<file path="src/rtl/key_pkg.sv">
// key_pkg: shared definitions for the synthetic key path.
//   - key_emitter_state_t : FSM state encoding of key_emitter
//   - LFSR_W / LFSR_TAPS / LFSR_DEFAULT_SEED : bounce generator LFSR
//   - DEF_* : default phase counts for a 50 MHz clk, shared with the
//             key debounce block (20 ms = 1_000_000 cycles)
//   - lfsr_next() : one Fibonacci step of the 16-bit LFSR
package key_pkg;

    typedef enum logic [2:0] {
        ST_IDLE      = 3'd0,
        ST_BOUNCE_DN = 3'd1,
        ST_HOLD      = 3'd2,
        ST_BOUNCE_UP = 3'd3,
        ST_GAP       = 3'd4
    } key_emitter_state_t;

    localparam int          LFSR_W            = 16;
    // x^16 + x^14 + x^13 + x^11 + 1 -> register bits 15, 13, 12, 10
    localparam logic [15:0] LFSR_TAPS         = 16'hB400;
    localparam logic [15:0] LFSR_DEFAULT_SEED = 16'hACE1;

    localparam logic [19:0] DEF_BOUNCE_CNT = 20'd249_999;  // 5 ms
    localparam logic [15:0] DEF_TOGGLE_DIV = 16'd999;      // 20 us
    localparam logic [19:0] DEF_GAP_CNT    = 20'd999_999;  // 20 ms

    // Left shift; the XOR of the tapped bits enters at bit 0.
    function automatic logic [15:0] lfsr_next(input logic [15:0] q);
        return {q[14:0], ^(q & LFSR_TAPS)};
    endfunction

endpackage

</file>
<file path="src/rtl/key_emitter_lfsr16.sv">
// lfsr16: 16-bit Fibonacci LFSR used as the bounce noise source.
//   clk  in   system clock
//   rst  in   synchronous active-high reset, loads seed
//   load in   reload seed (takes priority over step)
//   seed in   value loaded on rst / load; must be non-zero
//   step in   advance one position
//   q    out  current LFSR contents
module lfsr16
    import key_pkg::*;
(
    input  logic              clk,
    input  logic              rst,
    input  logic              load,
    input  logic [LFSR_W-1:0] seed,
    input  logic              step,
    output logic [LFSR_W-1:0] q
);

    always_ff @(posedge clk) begin
        if (rst || load) begin
            q <= seed;
        end else if (step) begin
            q <= lfsr_next(q);
        end
    end

endmodule

</file>
<file path="src/rtl/key_emitter.sv">
// key_emitter: synthetic push-button. On request it drives an active-low
// key line through press bounce, programmable hold, release bounce and a
// quiet gap, looking electrically like a raw mechanical key.
//   clk         in   system clock
//   rst         in   synchronous active-high reset
//   press_req   in   request one press, sampled every cycle
//   hold_cycles in   low-hold length (0 behaves as 1), latched on accept
//   busy        out  high from accept until done
//   done        out  one-cycle pulse at sequence end (busy already low)
//   key_out     out  emulated key, active low, idle 1
//   state_dbg   out  current FSM state for observation
//
// Request handshake: press_req acts as "valid" and ~busy as "ready".
// A request is accepted on any clock edge where press_req=1 and busy=0
// (including the done cycle, so a held request runs back-to-back).
// Requests while busy=1 are dropped, never queued.
module key_emitter
    import key_pkg::*;
#(
    parameter logic [19:0] BOUNCE_CNT = DEF_BOUNCE_CNT,
    parameter logic [15:0] TOGGLE_DIV = DEF_TOGGLE_DIV,
    parameter logic [19:0] GAP_CNT    = DEF_GAP_CNT,
    parameter logic [15:0] LFSR_SEED  = LFSR_DEFAULT_SEED
)(
    input  logic               clk,
    input  logic               rst,
    input  logic               press_req,
    input  logic [23:0]        hold_cycles,
    output logic               busy,
    output logic               done,
    output logic               key_out,
    output key_emitter_state_t state_dbg
);

    key_emitter_state_t state, state_n;
    logic [19:0] phase, phase_n;      // bounce phase / gap counter
    logic [15:0] tog, tog_n;          // toggle divider inside bounce
    logic [23:0] hold_cnt, hold_cnt_n;
    logic [23:0] hold_len, hold_len_n;
    logic        key_n, busy_n, done_n;
    logic        lfsr_load, lfsr_step, tog_wrap;
    logic [15:0] lfsr_q, lfsr_nx;

    lfsr16 u_lfsr (
        .clk  (clk),
        .rst  (rst),
        .load (lfsr_load),
        .seed (LFSR_SEED),
        .step (lfsr_step),
        .q    (lfsr_q)
    );

    // Value the LFSR takes on a step; its bit 0 is what key_out shows.
    assign lfsr_nx   = lfsr_next(lfsr_q);
    assign state_dbg = state;

    always_ff @(posedge clk) begin
        if (rst) begin
            state    <= ST_IDLE;
            phase    <= '0;
            tog      <= '0;
            hold_cnt <= '0;
            hold_len <= '0;
            key_out  <= 1'b1;
            busy     <= 1'b0;
            done     <= 1'b0;
        end else begin
            state    <= state_n;
            phase    <= phase_n;
            tog      <= tog_n;
            hold_cnt <= hold_cnt_n;
            hold_len <= hold_len_n;
            key_out  <= key_n;
            busy     <= busy_n;
            done     <= done_n;
        end
    end

    // Outputs are registered: every *_n value is what the output shows in
    // the same cycle as state_n becomes the state.
    always_comb begin
        state_n    = state;
        phase_n    = phase;
        tog_n      = tog;
        hold_cnt_n = hold_cnt;
        hold_len_n = hold_len;
        key_n      = key_out;
        busy_n     = busy;
        done_n     = 1'b0;
        lfsr_load  = 1'b0;
        lfsr_step  = 1'b0;
        tog_wrap   = 1'b0;

        case (state)
            ST_IDLE: begin
                key_n  = 1'b1;
                busy_n = 1'b0;
                if (press_req) begin
                    state_n    = ST_BOUNCE_DN;
                    busy_n     = 1'b1;
                    lfsr_load  = 1'b1;
                    phase_n    = '0;
                    tog_n      = '0;
                    hold_cnt_n = '0;
                    hold_len_n = (hold_cycles == '0) ? 24'd1 : hold_cycles;
                    // A one-cycle bounce phase is also its forced last cycle.
                    key_n      = (BOUNCE_CNT != '0);
                end
            end

            ST_BOUNCE_DN, ST_BOUNCE_UP: begin
                tog_wrap  = (tog == TOGGLE_DIV);
                lfsr_step = tog_wrap;
                tog_n     = tog_wrap ? 16'd0 : tog + 16'd1;
                if (phase == BOUNCE_CNT) begin
                    phase_n = '0;
                    tog_n   = '0;
                    if (state == ST_BOUNCE_DN) begin
                        state_n    = ST_HOLD;
                        hold_cnt_n = '0;
                        key_n      = 1'b0;
                    end else begin
                        state_n = ST_GAP;
                        key_n   = 1'b1;
                    end
                end else begin
                    phase_n = phase + 20'd1;
                    // The last phase cycle is forced to the settled level.
                    if (phase_n == BOUNCE_CNT) begin
                        key_n = (state == ST_BOUNCE_UP);
                    end else if (tog_wrap) begin
                        key_n = lfsr_nx[0];
                    end
                end
            end

            ST_HOLD: begin
                key_n = 1'b0;
                if (hold_cnt == hold_len - 24'd1) begin
                    state_n = ST_BOUNCE_UP;
                    phase_n = '0;
                    tog_n   = '0;
                    key_n   = (BOUNCE_CNT == '0);
                end else begin
                    hold_cnt_n = hold_cnt + 24'd1;
                end
            end

            ST_GAP: begin
                key_n = 1'b1;
                if (phase == GAP_CNT) begin
                    state_n = ST_IDLE;
                    phase_n = '0;
                    busy_n  = 1'b0;
                    done_n  = 1'b1;
                end else begin
                    phase_n = phase + 20'd1;
                end
            end

            default: begin
                state_n = ST_IDLE;
                key_n   = 1'b1;
                busy_n  = 1'b0;
            end
        endcase
    end

endmodule

</file>
<file path="config.mk">
export PLATFORM = sky130hd
export DESIGN_NAME = key_emitter
export DESIGN_NICKNAME = d
export VERILOG_FILES = /design/src/rtl/key_pkg.sv /design/src/rtl/key_emitter_lfsr16.sv /design/src/rtl/key_emitter.sv
export SDC_FILE = /design/constraint.sdc
export NUM_CORES = 1
export LEC_CHECK = 0
export CAP_MARGIN = 20
export CELL_PAD_IN_SITES_DETAIL_PLACEMENT = 0
export CELL_PAD_IN_SITES_GLOBAL_PLACEMENT = 1
export CORE_AREA = 10 10 171 173
export CTS_CLUSTER_SIZE = 30
export DETAILED_ROUTE_END_ITERATION = 12
export DIE_AREA = 0 0 181 183
export PLACE_DENSITY_LB_ADDON = 0.1
export SLEW_MARGIN = 20
export SYNTH_ARGS = -nofsm -noshare
export SYNTH_HDL_FRONTEND = slang
export SYNTH_SLANG_ARGS = --single-unit
</file>
<file path="constraint.sdc">
create_clock -name clk -period 3.5 [get_ports clk]
set_clock_uncertainty 0.1 [all_clocks]
set_input_delay 0.875 -clock clk [delete_from_list [all_inputs] [get_ports clk]]
set_output_delay 0.875 -clock clk [all_outputs]
set_load 0.01 [all_outputs]
</file>
==> impl_metrics.env <==
export IMPL_cts_tree="yes"
export IMPL_yosysSeqAreaShare=0.335
export IMPL_total_power_mw=2.72
export IMPL_crit_type="reg -> reg"
export IMPL_synth_top_flop_cell="dfxtp_1"
export IMPL_drive_gt1_frac=0.106
export IMPL_crit_path_end_kind="flop"
export IMPL_io_buffers=32
export IMPL_status="finished, final reports clean"
export IMPL_critPathLaunchType="flop"
export IMPL_cp_max_fo=18
export IMPL_chipHeight_microns=183
export IMPL_synth_cell_types=72
export IMPL_synth_fa_ha_area_frac=0.00989
export IMPL_synth_compound_area_frac=0.223
export IMPL_vias=5873
export IMPL_drc=0
export IMPL_gp_congestion=0.819
export IMPL_fin_crit_ns=3.30
export IMPL_arrival_ns=3.41
export IMPL_synth_fp_nets=801
export IMPL_area_growth_pct=18.4
export IMPL_leakagePower_nw=2.47
export IMPL_grt_first_pass_wirelength_mm=31.9
export IMPL_whs_path_depth=2
export IMPL_postCtsSetupBuffers=0
export IMPL_wl_mm=19.5
export IMPL_worst_ep_required_time_ns=3.61
export IMPL_synth_edf_count=0
export IMPL_synth_top_family_by_area="simple AND/OR/NAND/NOR gates"
export IMPL_ir_drop_uv=179
export IMPL_final_area_sq_um=7490
export IMPL_synthesis_area_sq_um=6330
export IMPL_fp_coreArea_sq_um=25800
export IMPL_cts_buffers=9
export IMPL_final_nets=835
export IMPL_num_io_pins=33
export IMPL_clockBufferDepth=2
export IMPL_postSynthAreaPerCell_sq_um=8.23
export IMPL_clkTransAtPathRegs_ns=0.08
export IMPL_finalHoldViolCount=0
export IMPL_hold_end="u_lfsr.q[7]"
export IMPL_hp_start="u_lfsr.q[7]"
export IMPL_finalCritPeriodShare=0.941
export IMPL_fmax_mhz=303
export IMPL_async_flop_share=0
export IMPL_drt_iter0_drc=348
export IMPL_placed_area_sq_um=7220
export IMPL_maxCapViolCount=0
export IMPL_dp_hpwl_mm=14.3
export IMPL_cts_sinks=106
export IMPL_synth_xor_area_frac=0.0554
export IMPL_first_pass_iters=5
export IMPL_yosysWarnings=0
export IMPL_htreeDepth=3
export IMPL_synth_cells=769
export IMPL_wl_per_cell_microns=17.0
export IMPL_ant_nets=0
export IMPL_synth_simple_gate_area_frac=0.274
export IMPL_reg2regPathDepth=9
export IMPL_hp_class="reg -> reg"
export IMPL_setup_tns_ns=0
export IMPL_startpoint="hold_len[5]"
export IMPL_cellPowerDensity_nw_per_um2=363
export IMPL_worstSkewPairLatency_ns=0.36
export IMPL_worst_pin_slew_ns=0.979
export IMPL_postCtsHoldBufs=0
export IMPL_antenna_cells=0
export IMPL_placementRows=59
export IMPL_track_usage=0.117
export IMPL_r2r_end="phase[17]"
export IMPL_viasPerCell=5.14
export IMPL_root_buffer="clkbuf_16"
export IMPL_slew_violations=0
export IMPL_die_area_sq_um=33100
export IMPL_r2r_start="hold_len[5]"
export IMPL_overflow=0
export IMPL_cts_resized=0
export IMPL_finalSetupViolCount=0
export IMPL_synthMuxAreaShare=0.0589
export IMPL_ys_ff_latch=106
export IMPL_grt_pass1_vias=5741
export IMPL_final_util=0.291
export IMPL_grt_antenna_before_repair=0
export IMPL_rsz0062_at_grt="false"
export IMPL_die_x_microns=181
export IMPL_slew_headroom=0.347
export IMPL_initial_core_util=0.246
export IMPL_rrSetupSlack_ns=0.20
export IMPL_grt_max_degree=32
[worst max-delay path: stages, from the launching register on]
cell and delay (ns):
dfxtp_1 0.31, or4_4 0.58, or4_4 0.61, o311a_1 0.39, a211oi_4 0.26, buf_4 0.18, o2111ai_4 0.21, a21oi_4 0.20
buf_12 0.17, o311ai_0 0.14
[logic make-up (layout without fill, tap and decap cells)]
| logic type | after synthesis | after routing |
|---|---|---|
| compound gates | 192 | 192 |
| xor+xnor | 40 | 40 |
| fa+ha+maj | 5 | 5 |
| buf+inv | 63 | 102 |
| flops | 106 | 106 |
| mux | 37 | 37 |
| simple gates | 326 | 326 |
[where the power goes]
group	internal, mW	leakage [nW]	switching, mW
sequential	1.23	0.859	0.0300
combinational	0.202	1.48	0.264
clock	0.486	0.133	0.509
[final cells by class]
type                            count  area (sq um)
Clock inverter                      6          40.0
Clock buffer                       10           229
Inverter                           14          52.6
Fill cell                        2750         18300
Timing Repair Buffer               72           678
Sequential cell                   106          2120
Multi-Input combinational cell    600          3950
Tap cell                          335           419
[metal layers]
layer  vias up  part of all wire  global-route usage
met1      2803              0.47               0.147
met3        21             0.035              0.0215
met4         0             0.016              0.0355
met5         -                 0                   0
li1       2947                 -                   -
met2       102              0.48               0.199
[placed cells by master, fill, tap and decap left out, types with 9 or more instances in the layout]
master,n
dfxtp_1,106
nand2_1,86
nor2_1,51
a21oi_1,47
mux2i_1,35
buf_4,35
clkdlybuf4s50_1,31
nand3_1,30
nand2b_1,27
o21ai_0,24
a311oi_1,22
nor4_1,21
xnor2_1,21
nand4_1,20
nor3_1,20
xor2_1,19
a22o_1,18
inv_1,14
and3_1,14
a211oi_1,13
or3_1,10
a31oi_1,9
clkbuf_16,9
[synthesized netlist by cell type, drive strengths merged, types with 6 or more instances]
cell / n / area (sq um)
clkbuf: 38 / 143
nor2: 53 / 199
a311oi: 22 / 193
xor2: 19 / 166
or4: 9 / 75.1
xnor2: 21 / 184
a22o: 18 / 158
o21ai: 25 / 125
nand2: 86 / 323
nand2b: 27 / 169
nand3: 30 / 150
nor3: 21 / 110
dfxtp: 106 / 2120
and4: 6 / 52.6
and3: 14 / 87.6
or3: 11 / 70.1
inv: 14 / 52.6
mux2i: 35 / 350
nor4: 23 / 174
a21oi: 51 / 282
nand4: 20 / 125
buf: 11 / 81.3
a31oi: 9 / 56.3
a211oi: 15 / 130
[state kept, by name, summed over array words and instances, names as in the netlist]
register / cells
tog: 16
hold_len: 24
done: 1
state_dbg: 3
u_lfsr.q: 16
phase: 20
key_out: 1
hold_cnt: 24
busy: 1
[stage by stage]
stage / instances / hold slack (ns) / setup slack [ns]
after CTS: 1143 / 0.377 / 0.0946
after detailed placement: 1127 / 0.358 / 0.124
after floorplan: 769 / 0.341 / 0.240
after global placement: 1127 / 0.359 / 0.216
final: 1143 / 0.371 / 0.205
after global routing: 1143 / 0.403 / 0.0692
[how the worst max path moves through the flow]
stage	to	slack (ns)	depth (start not counted)
floorplan	hold_cnt[4]	0.24	13
global placement	phase[17]	0.22	9
detailed placement	phase[17]	0.12	9
CTS	phase[17]	0.09	9
global route	hold_cnt[16]	0.07	9
finish	phase[17]	0.20	9
(Power assumes the default switching activity.)
